===== src/rtl/sipo_stream_pkg.sv =====
// Shared definitions for the serial/parallel stream blocks: width helpers
// used to size the bit counter from the word width.
package sipo_stream_pkg;

  // Ceiling log2 of a positive value (clog2(1) = 0).
  function automatic int unsigned clog2(input int unsigned value);
    int unsigned result;
    int unsigned span;
    result = 0;
    span   = 1;
    while (span < value) begin
      span   = span << 1;
      result = result + 1;
    end
    return result;
  endfunction

  // Width of a counter that holds 0 .. width-1, never narrower than 1 bit.
  function automatic int unsigned cnt_width(input int unsigned width);
    int unsigned bits;
    bits = clog2(width);
    if (bits < 1) begin
      bits = 1;
    end
    return bits;
  endfunction

endpackage : sipo_stream_pkg


===== src/rtl/sipo_out_stage.sv =====
// One-word output hold register with valid/ready handshake.
// A word offered while an unconsumed word is still held (and not being
// drained on the same edge) is dropped and raises the sticky overrun flag.
module sipo_out_stage #(
  parameter int unsigned WIDTH = 8
) (
  input  logic             clk,
  input  logic             rst_n,
  input  logic             load_valid_i,
  input  logic [WIDTH-1:0] load_data_i,
  input  logic             out_ready_i,
  input  logic             ovr_clr_i,
  output logic [WIDTH-1:0] out_data_o,
  output logic             out_valid_o,
  output logic             overrun_o
);

  logic [WIDTH-1:0] data_q, data_d;
  logic             valid_q, valid_d;
  logic             ovr_q, ovr_d;
  logic             drain;
  logic             accept;
  logic             drop;

  // Handshake decode and next state of the hold register and overrun flag.
  always_comb begin
    data_d  = data_q;
    valid_d = valid_q;
    ovr_d   = ovr_q;
    // out_ready only matters while a word is actually held.
    drain   = valid_q & out_ready_i;
    accept  = load_valid_i & (~valid_q | out_ready_i);
    drop    = load_valid_i & valid_q & ~out_ready_i;

    if (accept) begin
      data_d  = load_data_i;
      valid_d = 1'b1;
    end else if (drain) begin
      // Consumed with nothing new: data is kept, only valid drops.
      valid_d = 1'b0;
    end else begin
      valid_d = valid_q;
    end

    // A drop on the same edge as ovr_clr wins.
    if (drop) begin
      ovr_d = 1'b1;
    end else if (ovr_clr_i) begin
      ovr_d = 1'b0;
    end else begin
      ovr_d = ovr_q;
    end
  end

  // Hold register, valid flag and sticky overrun state.
  always_ff @(posedge clk or negedge rst_n) begin
    if (!rst_n) begin
      data_q  <= '0;
      valid_q <= 1'b0;
      ovr_q   <= 1'b0;
    end else begin
      data_q  <= data_d;
      valid_q <= valid_d;
      ovr_q   <= ovr_d;
    end
  end

  assign out_data_o  = data_q;
  assign out_valid_o = valid_q;
  assign overrun_o   = ovr_q;

endmodule : sipo_out_stage


===== src/rtl/sipo_stream.sv =====
// Parametrised serial-in/parallel-out deserialiser. Collects WIDTH bits
// framed by in_valid, in selectable bit order, and hands each completed word
// to a one-word valid/ready output stage so shifting never stalls.
module sipo_stream
  import sipo_stream_pkg::*;
#(
  parameter int unsigned WIDTH     = 8,
  parameter bit          LSB_FIRST = 1'b1,
  localparam int unsigned CNT_W    = cnt_width(WIDTH)
) (
  input  logic             clk,
  input  logic             rst_n,
  input  logic             clr,
  input  logic             in_valid,
  input  logic             serial_in,
  output logic [WIDTH-1:0] out_data,
  output logic             out_valid,
  input  logic             out_ready,
  output logic [CNT_W-1:0] bit_cnt,
  output logic             overrun,
  input  logic             ovr_clr
);

  logic [WIDTH-1:0] shift_q, shift_d;
  logic [CNT_W-1:0] cnt_q, cnt_d;
  logic [WIDTH-1:0] shift_in;
  logic             last_bit;
  logic             complete;

  // Shifter and bit counter next state; detects the word-completing edge.
  always_comb begin
    shift_d  = shift_q;
    cnt_d    = cnt_q;
    complete = 1'b0;

    // LSB-first shifts right so the first bit ends up in bit 0 after WIDTH
    // shifts; MSB-first shifts left so it ends up in bit WIDTH-1.
    if (LSB_FIRST) begin
      shift_in = {serial_in, shift_q[WIDTH-1:1]};
    end else begin
      shift_in = {shift_q[WIDTH-2:0], serial_in};
    end

    last_bit = (cnt_q == CNT_W'(WIDTH - 1));

    if (clr) begin
      // Abort beats a bit sampled on the same edge, including a completion.
      shift_d = '0;
      cnt_d   = '0;
    end else if (in_valid) begin
      shift_d = shift_in;
      if (last_bit) begin
        cnt_d    = '0;
        complete = 1'b1;
      end else begin
        cnt_d = cnt_q + CNT_W'(1);
      end
    end else begin
      shift_d = shift_q;
      cnt_d   = cnt_q;
    end
  end

  // Shift register and bit counter state.
  always_ff @(posedge clk or negedge rst_n) begin
    if (!rst_n) begin
      shift_q <= '0;
      cnt_q   <= '0;
    end else begin
      shift_q <= shift_d;
      cnt_q   <= cnt_d;
    end
  end

  // The offered word includes the bit sampled on the completing edge.
  sipo_out_stage #(
    .WIDTH(WIDTH)
  ) u_out_stage (
    .clk          (clk),
    .rst_n        (rst_n),
    .load_valid_i (complete),
    .load_data_i  (shift_in),
    .out_ready_i  (out_ready),
    .ovr_clr_i    (ovr_clr),
    .out_data_o   (out_data),
    .out_valid_o  (out_valid),
    .overrun_o    (overrun)
  );

  assign bit_cnt = cnt_q;

endmodule : sipo_stream


===== config.mk =====
export PLATFORM = sky130hd
export DESIGN_NAME = sipo_stream
export DESIGN_NICKNAME = d
export VERILOG_FILES = /design/src/rtl/sipo_stream_pkg.sv /design/src/rtl/sipo_out_stage.sv /design/src/rtl/sipo_stream.sv
export SDC_FILE = /design/constraint.sdc
export NUM_CORES = 1
export LEC_CHECK = 0
export CELL_PAD_IN_SITES_DETAIL_PLACEMENT = 1
export CELL_PAD_IN_SITES_GLOBAL_PLACEMENT = 1
export CORE_MARGIN = 4
export CORE_UTILIZATION = 35
export CTS_CLUSTER_SIZE = 8
export DETAILED_ROUTE_END_ITERATION = 10
export GPL_TIMING_DRIVEN = 0
export HOLD_SLACK_MARGIN = 0.02
export PLACE_DENSITY = 0.82
export SYNTH_ARGS = -nofsm -noshare
export SYNTH_HDL_FRONTEND = slang
export SYNTH_SLANG_ARGS = --single-unit

===== constraint.sdc =====
create_clock -name clk -period 1.5 [get_ports clk]
set_input_delay 0.375 -clock clk [delete_from_list [all_inputs] [get_ports clk]]
set_output_delay 0.375 -clock clk [all_outputs]
set_load 0.02 [all_outputs]

==> impl_metrics.yaml, run 1 <==
clock_network:
  clock_path_buffers: 2
  tritoncts_clock_tree: "yes"
  cts_inserted_buffers: 3
  cts_root_buffer: "sky130_fd_sc_hd__clkbuf_4"
  htreeDepth: 1
  cts.hold.buffers_added: 0
  clock_latency_ps: 320
  clock_sink_count: 20
  cts.clk_slew.worst_paths_ps: 130
placement:
  placement.setup.worst_slack_ps: -271
  hpwl_mm: 1.27
  port_buffers: 19
  finalWeightedCongestion: 0.662
drt:
  detail_route.drc_violations: 0
  route.vias.total: 532
  drt_iter0_markers: 4
  drt-vias-per-instance: 4.67
  drt-wirelength-per-cell_um: 15.4
  ant_nets: 0
  drt_pass1_iterations: 2
  finalWirelength_mm: 1.76
setup_path:
  critical_path_peak_fanout: 8
  start_kind: "flip-flop"
  setup.worst_path.end_class: "flip-flop"
  crit_arrival_ps: 1710
  rr_startpoint: "bit_cnt[0]"
  crit_type: "flip-flop to flip-flop"
  worstPathRequired_ps: 1690
  crit_start: "bit_cnt[0]"
logic_synthesis:
  mapped_area_um2: 873
  synth-edff-count: 0
  synth_top_area_frac: 0.573
  netlist_instances: 61
  yosys_most_used_dff: "sky130_fd_sc_hd__dfrtp_1"
  netlist_top_cells_area: "sky130_fd_sc_hd__dfrtp_1, sky130_fd_sc_hd__mux2_4, sky130_fd_sc_hd__mux2i_1, sky130_fd_sc_hd__nor2_1, sky130_fd_sc_hd__ha_1"
  netlist-cell-type-count: 16
  postSynthAreaPerCell_um2: 14.3
  synth_largest_area_cell: "sky130_fd_sc_hd__dfrtp_1"
  synth_nets: 70
  yosys-top-cells-count: "sky130_fd_sc_hd__dfrtp_1, sky130_fd_sc_hd__nor2_1, sky130_fd_sc_hd__mux2i_1, sky130_fd_sc_hd__mux2_4"
  async_reset_ff_frac: 1.00
  synth.yosys.seq_area_share: 0.573
  synth-seq-cells: 20
  yosys.cell_count.top_type: "sky130_fd_sc_hd__dfrtp_1"
  yosys_warning_count: 0
floorplan:
  fp.dieH_um: 58.0
  i_o_pin_count: 20
  area_of_the_core_um2: 2300
  start_util: 0.380
  floorplan.rows: 17
  die_w_um: 58.0
  total_die_area_um2: 3360
timing:
  timing.clock.skew_ps: 19.8
  finalHoldViolCount: 0
  layout_worst_path_cycle_share: 1.01
  setup_repair_after_global_routing_missed_its_margin: "true"
  fin_ws_ps: -15.2
  slew-limit-headroom: 0.411
  layout_min_cycle_time_ps: 1520
  worst_max_slew_pin_slew_ps: 881
  fin_setup_tns_ps: -28.6
  setup_viol_count_final: 2
  timing.fmax_ghz: 0.660
  timing.final.max_slew_violations: 0
finish:
  layout.nets: 96
  final-seq-area_um2: 503
  multi_input_comb_area_um2: 368
  final_layout_size_suffix_gt1_frac: 0.267
  flow.area_growth_from_synthesis_pct: 35.2
  antennaDiodeCount: 0
  layout.filler_cells: 241
power:
  vdd_ir_drop_max_v: 0.000833
  cell_internal_pwr_mw: 0.854
  reported_net_switching_power_mw: 0.222
  pwr_density_cell_nw_per_um2: 911
  p_comb_frac: 0.071
  power_switching_share: 0.206
  reg_power_frac: 0.517
  power.leakage_nw: 0.644
  power_frac_clock: 0.413
worst_hold_path:
  hold_path_startpoint: "u_out_stage.out_data_o[5]"
  min-delay-path-class: "flip-flop to flip-flop"
global_route:
  gr-usage-all-layers: 0.121
  grt_start_max_net_pins: 21
  met3_usage: 0.0468
  grtUsageMet2: 0.195
  globalRouteOverflowTotal: 0
  globalRouteMet1Util: 0.140
  first_global_vias: 617
  initial_antenna_violation_count: 0
  grt_pass1_wl_mm: 2.97
  grt_busiest_layer: "met2"
status:
  run_status: "finished, violations left"
  violations: "setup timing"
job:
  maxCapViolCount: 0
[flip-flops by register name, summed over array words and instances (netlist names)]
register and count:
u_out_stage.overrun_o 1, u_out_stage.out_valid_o 1, u_out_stage.out_data_o 8, bit_cnt 3
shift_q 7
[layout make-up]
cell class / instances / area share
sequential: 20 / 0.426
timing repair buffer: 21 / 0.160
clock inverter: 1 / 0.0254
clock buffer: 3 / 0.0191
multi-input combinational: 36 / 0.311
buffer: 3 / 0.0222
tap: 28 / 0.0297
inverter: 2 / 0.00636
[final timing paths]
path                            slack (ps)  depth (start not counted)                         to
worst max-delay path                   -20                          6  u_out_stage.out_data_o[4]
worst min-delay path                   520                          1  u_out_stage.out_data_o[5]
worst max register to register         -20                          6  u_out_stage.out_data_o[4]
worst min register to register         520                          1  u_out_stage.out_data_o[5]
max in group asynchronous              340                          1                 bit_cnt[1]
min in group asynchronous              540                          1  u_out_stage.out_data_o[1]
[layer usage]
metal  up-vias  part of all wire
met3         4             0.051
met1       258              0.43
met2        15              0.50
met5         -                 0
met4         0             0.018
li1        255                 -
[power by group through the flow]
stage	Clock [mW]	Combinational, mW	Sequential, mW
finish	0.444	0.0761	0.556
global route	0.478	0.0857	0.558
CTS	0.458	0.0784	0.556
detailed placement	0	0.0809	0.567
global placement	0	0.0784	0.566
floorplan	0	0.0314	0.570
[cells by family (layout without fill, tap and decap cells)]
family,count (synthesis),count (layout),share of synthesized area
compound gates,2,2,0.0129
fa+ha+maj,2,2,0.0286
buf+inv,5,30,0.0344
flops,20,20,0.573
mux,17,17,0.241
simple gates,15,15,0.110
[worst max-delay path, stage by stage (launching register included)]
cell and delay [ps]:
sky130_fd_sc_hd__dfrtp_2 430, sky130_fd_sc_hd__ha_4 150, sky130_fd_sc_hd__ha_4 140, sky130_fd_sc_hd__nand3b_4 90, sky130_fd_sc_hd__nor2b_4 120, sky130_fd_sc_hd__buf_8 150
sky130_fd_sc_hd__mux2_4 300
[per-stage QoR]
step	instance area, um2	hold WS (ps)	utilization	total power [mW]	instances
2_1_floorplan	901	79.4	-	0.602	61
3_3_place_gp	1130	495	0.490	0.645	108
3_5_place_dp	1130	503	0.490	0.648	108
4_1_cts	1180	524	0.514	1.09	114
5_1_grt	1180	551	0.514	1.12	114
6_report	1180	521	0.514	1.08	114
[repair_timing]
item                                    CTS  global route
resized for setup                        14             0
pin swaps                                 1             0
endpoints found under the setup margin   21            10
buffers inserted                          2             0
hold endpoints to repair                  0             0
[placed cells by master, fill, tap and decap left out]
cell type                         netlist  final
sky130_fd_sc_hd__dfrtp_1               20     18
sky130_fd_sc_hd__dlygate4sd2_1          0     13
sky130_fd_sc_hd__nor2_1                10     10
sky130_fd_sc_hd__mux2i_1                9      9
sky130_fd_sc_hd__mux2_4                 8      8
sky130_fd_sc_hd__clkdlybuf4s50_1        0      6
sky130_fd_sc_hd__buf_4                  1      3
sky130_fd_sc_hd__clkbuf_4               0      3
sky130_fd_sc_hd__inv_1                  2      2
sky130_fd_sc_hd__ha_4                   0      2
sky130_fd_sc_hd__dfrtp_2                0      2
sky130_fd_sc_hd__nand3b_4               1      1
sky130_fd_sc_hd__nand2b_4               1      1
sky130_fd_sc_hd__nor2b_4                1      1
sky130_fd_sc_hd__buf_8                  0      1
sky130_fd_sc_hd__clkbuf_1               1      1
sky130_fd_sc_hd__o22ai_1                1      1
sky130_fd_sc_hd__nand2_1                1      1
sky130_fd_sc_hd__nor3b_1                1      1
sky130_fd_sc_hd__a21oi_1                1      1
sky130_fd_sc_hd__bufinv_16              0      1
No activity file was read; power rests on OpenSTA's default activity.
==> run 2: changes to the inputs <==
--- a/config.mk
+++ b/config.mk
@@ -7,7 +7,7 @@
 export LEC_CHECK = 0
 export CELL_PAD_IN_SITES_DETAIL_PLACEMENT = 1
 export CELL_PAD_IN_SITES_GLOBAL_PLACEMENT = 1
-export CORE_MARGIN = 4
+export CORE_MARGIN = 2
 export CORE_UTILIZATION = 35
 export CTS_CLUSTER_SIZE = 8
 export DETAILED_ROUTE_END_ITERATION = 10
==> impl_metrics.yaml, run 2 (same netlist as run 1, synthesis figures left out) <==
finish:
  layout.cells.most_common: "sky130_fd_sc_hd__dfrtp_1"
  flow.area_growth_from_synthesis_pct: 35.7
  antennaDiodeCount: 0
  mostFrequentLayoutCells: "sky130_fd_sc_hd__dfrtp_1, sky130_fd_sc_hd__dlygate4sd2_1, sky130_fd_sc_hd__nor2_1, sky130_fd_sc_hd__mux2i_1, sky130_fd_sc_hd__mux2_4"
  final_layout_size_suffix_gt1_frac: 0.284
  layout.nets: 98
  number_of_flip_flops_in_the_largest_register: 8
  fin_util: 0.492
clock_network:
  clock_path_buffers: 2
  cts.hold.buffers_added: 0
  cts_root_buffer: "sky130_fd_sc_hd__clkbuf_4"
  cts_inserted_buffers: 3
  tritoncts_clock_tree: "yes"
  cts.clk_slew.worst_paths_ps: 110
  clock_latency_ps: 310
  clock_sink_count: 20
  htreeDepth: 1
global_route:
  grt_start_max_net_pins: 21
  grt_pass1_wl_mm: 2.70
  grtUsageMet2: 0.230
  gr-usage-all-layers: 0.139
  initial_antenna_violation_count: 0
  first_global_vias: 583
  met3_usage: 0.0250
  globalRouteMet1Util: 0.165
  globalRouteOverflowTotal: 0
  grt_busiest_layer: "met2"
setup_path:
  crit_type: "flip-flop to flip-flop"
  critical_path.most_common_cell: "sky130_fd_sc_hd__ha_4"
  crit_arrival_ps: 1680
  timing.critical_path.slowest_stage_cell: "sky130_fd_sc_hd__dfrtp_2"
  start_kind: "flip-flop"
  setup.worst_path.end_class: "flip-flop"
  worstPathRequired_ps: 1700
  timing.critical_path.depth: 6
  worstPathCellList: "ha_4 > ha_4 > nand3b_4 > nor2b_4 > buf_8 > mux2_4"
  crit_buf_inv: 1
  cpPeakStageDelay_ps: 420
  crit_family: "flip-flops"
  ff2ff_path_depth: 6
  critical_path_peak_fanout: 8
worst_hold_path:
  min-delay-path-class: "flip-flop to flip-flop"
  worstHoldPathCells: 1
power:
  fin_total_pwr_mw: 0.955
  vdd_ir_drop_max_v: 0.000510
  pwr_density_cell_nw_per_um2: 806
  power.leakage_nw: 0.639
timing:
  hold_slack_ps: 522
  layout_worst_path_cycle_share: 0.986
  layout_min_cycle_time_ps: 1480
  finalHoldViolCount: 0
  timing.fmax_ghz: 0.676
  setup_viol_count_final: 0
  worst_max_slew_pin_slew_ps: 864
  fin_ws_ps: 21.7
  timing.final.max_slew_violations: 0
  timing.clock.skew_ps: 1.36
  setup_repair_after_global_routing_missed_its_margin: "true"
  slew-limit-headroom: 0.422
drt:
  drt_pass1_iterations: 2
  drt-wirelength-per-cell_um: 14.5
  ant_nets: 0
  drt_iter0_markers: 4
  drt-vias-per-instance: 4.76
  route.vias.total: 562
  finalWirelength_mm: 1.71
  detail_route.drc_violations: 0
placement:
  port_buffers: 19
  placement.setup.worst_slack_ps: -282
  hpwl_mm: 1.21
  finalWeightedCongestion: 0.635
floorplan:
  start_util: 0.362
  total_die_area_um2: 2910
  die_w_um: 54.0
  area_of_the_core_um2: 2410
  floorplan.rows: 18
  i_o_pin_count: 20
  fp.dieH_um: 54.0
status:
  run_status: "completed"
job:
  maxCapViolCount: 0
run 2: cell types whose count changed in the layout (fill, tap and decap cells not counted):
cell	delta
sky130_fd_sc_hd__bufinv_16	-1
sky130_fd_sc_hd__clkdlybuf4s15_1	+2
sky130_fd_sc_hd__clkbuf_8	+1
sky130_fd_sc_hd__buf_4	+2
sky130_fd_sc_hd__dlygate4sd2_1	-2
run 2: per-layer routing:
metal | share of wire | wire [um]
met1 | 0.43 | 740
met2 | 0.51 | 871
met3 | 0.029 | 50
met4 | 0.029 | 50
met5 | 0 | 0
run 2: stage by stage:
step                      std cells  TNS, ps  instance area [um2]
final                           118        0                 1180
after global routing            118     -114                 1180
after CTS                       115        0                 1160
after detailed placement        110    -3520                 1130
after global placement          110    -2490                 1130
after floorplan                  61        0                  901
run 2: final timing paths:
kind                                                   to  slack [ps]                 startpoint
min in group asynchronous         u_out_stage.out_valid_o         540                      rst_n
worst max-delay path            u_out_stage.out_data_o[0]          20                 bit_cnt[1]
worst max register to register  u_out_stage.out_data_o[0]          20                 bit_cnt[1]
worst min register to register  u_out_stage.out_data_o[1]         520  u_out_stage.out_data_o[1]
worst min-delay path            u_out_stage.out_data_o[1]         520  u_out_stage.out_data_o[1]
max in group asynchronous                      bit_cnt[1]         370                      rst_n
run 2: repair_timing:
item / in CTS / in global routing
buffers inserted: 1 / 3
cloned: 0 / 0
pin swaps: 0 / 1
setup endpoints to repair: 18 / 10
hold endpoints to repair: 0 / 0
gates resized for setup: 14 / 2
run 2: power breakdown:
group          internal (mW)  leakage [nW]  total, mW  switching [mW]
registers              0.547         0.274      0.555         0.00820
logic                 0.0387         0.344     0.0787          0.0400
clock network          0.148        0.0210      0.321           0.172
run 2: final cells by class:
type	count	area, um2
timing repair buffer	23	206
clock buffer	4	36.3
fill	260	1220
multi-input combinational	36	368
tap	30	37.5
buffer	3	26.3
inverter	2	7.51
sequential	20	503
run 2: worst register-to-register path, stage by stage (launching register included):
cell and delay, ps:
sky130_fd_sc_hd__dfrtp_2 420, sky130_fd_sc_hd__ha_4 150, sky130_fd_sc_hd__ha_4 130, sky130_fd_sc_hd__nand3b_4 90
sky130_fd_sc_hd__nor2b_4 130, sky130_fd_sc_hd__buf_8 150, sky130_fd_sc_hd__mux2_4 310
==> run 3: changes to the inputs <==
--- a/config.mk
+++ b/config.mk
@@ -11,6 +11,7 @@
 export CORE_UTILIZATION = 35
 export CTS_CLUSTER_SIZE = 8
 export DETAILED_ROUTE_END_ITERATION = 10
+export GPL_ROUTABILITY_DRIVEN = 0
 export GPL_TIMING_DRIVEN = 0
 export HOLD_SLACK_MARGIN = 0.02
 export PLACE_DENSITY = 0.82
==> results of run 3 <==
No change in the layout: final DEF, timing and power equal those of run 2.
